===== config.mk =====
export PLATFORM = sky130hd
export DESIGN_NAME = sparc_fetch_sequencer
export DESIGN_NICKNAME = d
export VERILOG_FILES = /design/src/rtl/sparc_fetch_sequencer.sv
export SDC_FILE = /design/constraint.sdc
export NUM_CORES = 1
export LEC_CHECK = 0
export CORE_AREA = 5 5 110 112
export DETAILED_ROUTE_END_ITERATION = 12
export DIE_AREA = 0 0 115 117
export PLACE_DENSITY = 0.9
export SLEW_MARGIN = 40
export SYNTH_ARGS = -nofsm -noshare
export SYNTH_HDL_FRONTEND = slang
export SYNTH_SLANG_ARGS = --single-unit
export TNS_END_PERCENT = 30

===== constraint.sdc =====
create_clock -name clk -period 6.2 [get_ports clk]
set_input_delay 0.93 -clock clk [delete_from_list [all_inputs] [get_ports clk]]
set_output_delay 0.93 -clock clk [all_outputs]
set_load 0.03 [all_outputs]

===== src/rtl/sparc_fetch_sequencer.sv =====
// rtl/sparc_fetch_sequencer.sv - SPARC PC/nPC fetch sequencer with delayed control transfer
module sparc_fetch_sequencer #(
  parameter logic [31:0] RESET_PC = 32'h0000_0000
) (
  input  logic        clk,
  input  logic        clr,
  input  logic        stall,
  input  logic        cti_valid,
  input  logic        cond_true,
  input  logic        is_ba,
  input  logic        annul_bit,
  input  logic [31:0] branch_target,
  input  logic        jump_valid,
  input  logic [31:0] jump_target,
  output logic [31:0] PC,
  output logic [31:0] nPC,
  output logic        if_id_le,
  output logic        if_id_reset,
  output logic        fetch_valid,
  output logic [31:0] fetch_count
);

  typedef enum logic [1:0] {RST, WARM, RUN} state_t;

  state_t state;
  state_t state_next;
  state_t phase;

  logic        taken;
  logic        redirect;
  logic        squash;
  logic        advance;
  logic [31:0] target_raw;
  logic [31:0] target;

  // The register sits at RST until the first edge after clr rises; that
  // released-but-not-yet-clocked interval is the WARM cycle.
  always_comb begin
    phase = state;
    if (state == RST && clr) phase = WARM;
  end

  // Branch resolution: jump outranks branch for the target, annul uses branch fields only
  always_comb begin
    taken      = cti_valid & (cond_true | is_ba);
    redirect   = taken | jump_valid;
    target_raw = jump_valid ? jump_target : branch_target;
    target     = target_raw & 32'hFFFF_FFFC;
    squash     = cti_valid & annul_bit & (~taken | is_ba);
  end

  // Phase sequencing and pipeline-register controls
  always_comb begin
    state_next  = state;
    if_id_le    = 1'b0;
    if_id_reset = 1'b1;
    fetch_valid = 1'b0;
    advance     = 1'b0;
    case (phase)
      RST:  state_next = RST;
      WARM: state_next = RUN;
      RUN: begin
        state_next  = RUN;
        if_id_le    = ~stall;
        if_id_reset = squash & ~stall;
        fetch_valid = 1'b1;
        advance     = ~stall;
      end
      default: state_next = RST;
    endcase
  end

  // State register
  always_ff @(posedge clk or negedge clr) begin
    if (!clr) state <= RST;
    else      state <= state_next;
  end

  // PC/nPC/fetch counter; held whenever not advancing so stalled CTIs are re-evaluated
  always_ff @(posedge clk or negedge clr) begin
    if (!clr) begin
      PC          <= RESET_PC;
      nPC         <= RESET_PC + 32'd4;
      fetch_count <= 32'd0;
    end else if (advance) begin
      if (redirect) begin
        PC  <= target;
        nPC <= target + 32'd4;
      end else begin
        PC  <= nPC;
        nPC <= nPC + 32'd4;
      end
      if (!squash) fetch_count <= fetch_count + 32'd1;
    end
  end

endmodule


==> results.md <==
Clocking:
- The clock tree from TritonCTS is done.
- The tree is rooted in a clkbuf_16.
- The H-tree was split into 3 levels.
- The CTS buffer count is 9.
- No sink is reached through more buffers than the 2 on the longest clock path.
- The number of setup buffers added after CTS is 0.
- Post-CTS repair changed the size of 0 cells.
- The clock slew at the register clock pins of the worst setup and hold paths is 0.06 ns.
- The number of sinks handled by clock tree synthesis is 93.
- The hold-fix buffer count after cts is 0.
- The clock insertion delay at the later pin of the skew report is 0.33 ns.

Synthesis:
- By area the synthesized netlist is led by dfrtp_1 42%, nand2_1 5.7%, mux2i_1 5.3%, o21ai_0 4.3%, a21oi_1 3.7%.
- After technology mapping, the gate count stands at 607.
- The warning count from the yosys run is 0.
- Synthesis inferred 93 register bits.
- The sequential share of the synthesized area is 42.4%.
- The share of the synthesized area in the top cell type is 41.9%.
- The main flop type after synthesis is dfrtp_1.
- The per-instance average area after synthesis is 9.06 um^2.
- In this run, synthesis inferred 0 flip-flops with an integrated enable.
- The async set-or-reset flop fraction in the synthesized netlist is 100%.
- The distinct cell type count after synthesis is 66.
- The synthesized netlist occupies a cell area of 5500 um^2.
- The synthesized design spends more area on one cell type than any other, namely dfrtp_1.

Critical path:
- For the worst setup path, the data required time is 6.42 ns.
- The worst setup path is launched from an input port.
- The data arrival time at the worst-slack endpoint is 4.16 ns.
- Of all nets on the critical path, the largest fanout is 15.
- The worst setup path is captured at a flip-flop.
- The worst setup path is of the in -> reg kind.

STA:
- The period utilization is 63.7%.
- Setup repair after global routing left no endpoint under its margin.
- The final-report max-slew violation count is 0.
- The slew at the pin with the worst max-slew slack is 0.789 ns.
- The number of endpoints with negative hold slack in the final report is 0.
- The maximum achievable frequency is 253 MHz.
- The count of endpoints failing setup in the final report is 0.
- The final critical-path setup slack is 2.25 ns.
- The clock skew is 0.00683 ns.
- In this run the tightest slew margin relative to its limit is 47.2%.
- The final sum of negative setup slack is 0 ns.
- The clock period minus worst slack is 3.95 ns.

Layout:
- 0 antenna diodes ended up in the layout.
- In the layout the commonest cells are 160 x clkdlybuf4s50_1, 92 x dfrtp_1, 83 x nand2_1, 47 x o21ai_0, 41 x a21oi_1.
- Relative to the synthesized area, the layout overhead comes to 35.3%.
- The count of nets after finishing is 826.
- The layout has 870 filler cells.
- The most common cell after layout, fill and taps aside is clkdlybuf4s50_1.
- The non-filler instance count after layout is 900.
- The fraction of final layout cells with drive strength greater than 1 is 6.87%.

Global route:
- The initial antenna violation count was 0.
- The first global-routing pass estimated 26300 um of wire.
- The number of global-route vias before repair came to 5431.
- Summed over all layers, the global routing overflow is 0.
- The pin count of the biggest net entering global routing is 85.
- The overall fraction of global-route tracks in use is 24.5%.

Route:
- The post-detailed-route wirelength per cell is 18.4 um.
- The detail route stage leaves a number of antenna-violating nets equal to 0.
- The number of vias in the routed layout is 5349.
- The first detailed-routing pass ran for 5 iterations.
- After detailed routing, the number of vias per cell comes to 5.94.
- After detailed routing, the total wire length is 16500 um.
- The detailed router finished its first iteration with 357 violations.
- The number of design rule violations left after detail routing is 0.

Run status:
- The flow ran to the end, and the final reports show no timing, DRC or antenna violations.

Placed design:
- The worst setup slack after placement is 1.91 ns.
- The count of buffers added on input and output ports is 162.
- The placed cell count is 884.
- The post-detailed-placement half-perimeter wirelength is 11900 um.
- Routability-driven placement finished with a final weighted congestion of 0.867.

Floorplan:
- The die outline height is 117 um.
- The number of top-level pins is 171.
- For this configuration, the core starts out at a cell density of 49.4%.
- The floorplan die area is 13500 um^2.
- After floorplanning, the core was divided into 39 placement rows.
- The total area inside the core boundary comes to 11100 um^2.
- From left edge to right edge, the die measures 115 um.

Power and ir drop:
- The analysis attributes to cell leakage a power of 3.17 nW.
- Dividing total power by cell area gives a power density of 260 nW/um^2.
- The worst supply voltage drop on vdd is 0.265 mV.
- The completed layout was analyzed and its total power is 0.00193 W.

Run:
- Max-cap violations in this run came to 0.

Hold path:
- The tightest min-delay check is of the reg -> reg type.
==> metrics by stage <==
step / area, um^2 / hold WS, ns / util [%]
after floorplan: 5510 / 0.482 / -
after global placement: 7150 / 0.457 / 64.3
after detailed placement: 7150 / 0.456 / 64.3
after CTS: 7430 / 0.468 / 66.8
after global routing: 7440 / 0.482 / 66.8
final: 7440 / 0.466 / 66.8
==> synth_stat cells (4+ instances only) <==
master	n
dfrtp_1	92
nand2_1	83
o21ai_0	47
a21oi_1	41
nor2_1	41
nand3_1	31
mux2i_1	29
xor2_1	22
xnor2_1	20
a31oi_1	16
clkbuf_1	16
and3_1	13
nand4_1	13
buf_2	11
nor3_1	11
a21o_1	9
nor4_1	8
inv_1	7
mux2_2	7
nand2b_1	6
nand3b_1	6
buf_4	5
a22oi_1	4
a31o_1	4
buf_6	4
o21a_1	4
==> worst paths after layout <==
kind	slack [ns]	cells past startpoint	from	endpoint
max	2.25	9	cti_valid	nPC[20]
min	0.47	1	fetch_count[31]	fetch_count[31]
max reg2reg	3.56	7	state[1]	fetch_count[31]
min reg2reg	0.47	1	fetch_count[31]	fetch_count[31]
max in group asynchronous	4.74	2	clr	fetch_count[24]
min in group asynchronous	0.55	1	clr	state[1]
==> power breakdown <==
part           internal, W  leakage (nW)  total, W  switching, W
Clock             0.000290         0.145  0.000517      0.000227
Sequential        0.000684          1.16  0.000771     0.0000865
Combinational     0.000266          1.87  0.000642      0.000377
==> final cells by class <==
class / instances / area [um^2] / share of cell area, %
well taps: 143 / 179 / 2.41
flip-flops and latches: 93 / 2330 / 31.3
clock inverters: 5 / 25.0 / 0.337
clock buffers: 11 / 253 / 3.40
inverters: 9 / 33.8 / 0.454
multi-input cells: 471 / 2950 / 39.7
repair buffers: 168 / 1660 / 22.4
==> critical path: stages <==
cell             delay [ns]
clkdlybuf4s50_1        0.52
o21a_1                 0.65
nor2_4                 0.07
o21ai_0                0.28
ha_1                   0.33
o2111ai_4              0.24
nor4_4                 0.73
a21oi_2                0.11
o31a_1                 0.29
==> layer usage <==
metal | share of wire, % | global-route usage [%] | wire (um) | vias up
met4 | 2.8 | 11.3 | 461 | 0
met3 | 9.7 | 6.99 | 1600 | 52
met5 | 0 | 0 | 0 | -
li1 | - | - | - | 2468
met2 | 48 | 40.9 | 7980 | 291
met1 | 39 | 29.5 | 6500 | 2538
==> registers in the layout, indices dropped and copies added, names as in the netlist <==
| signal | flops |
|---|---|
| fetch_count | 32 |
| state | 1 |
| nPC | 30 |
| PC | 30 |
==> kinds of logic after synthesis <==
logic type	synth area share [%]
flip-flops	42.4
AO/OA/AOI/OAI	17.9
XOR/XNOR	6.69
adder cells (fa/ha/maj)	0.455
buffers and inverters	4.28
multiplexers	6.97
other	0.0682
AND/OR/NAND/NOR	21.3
(Power assumes the default switching activity.)
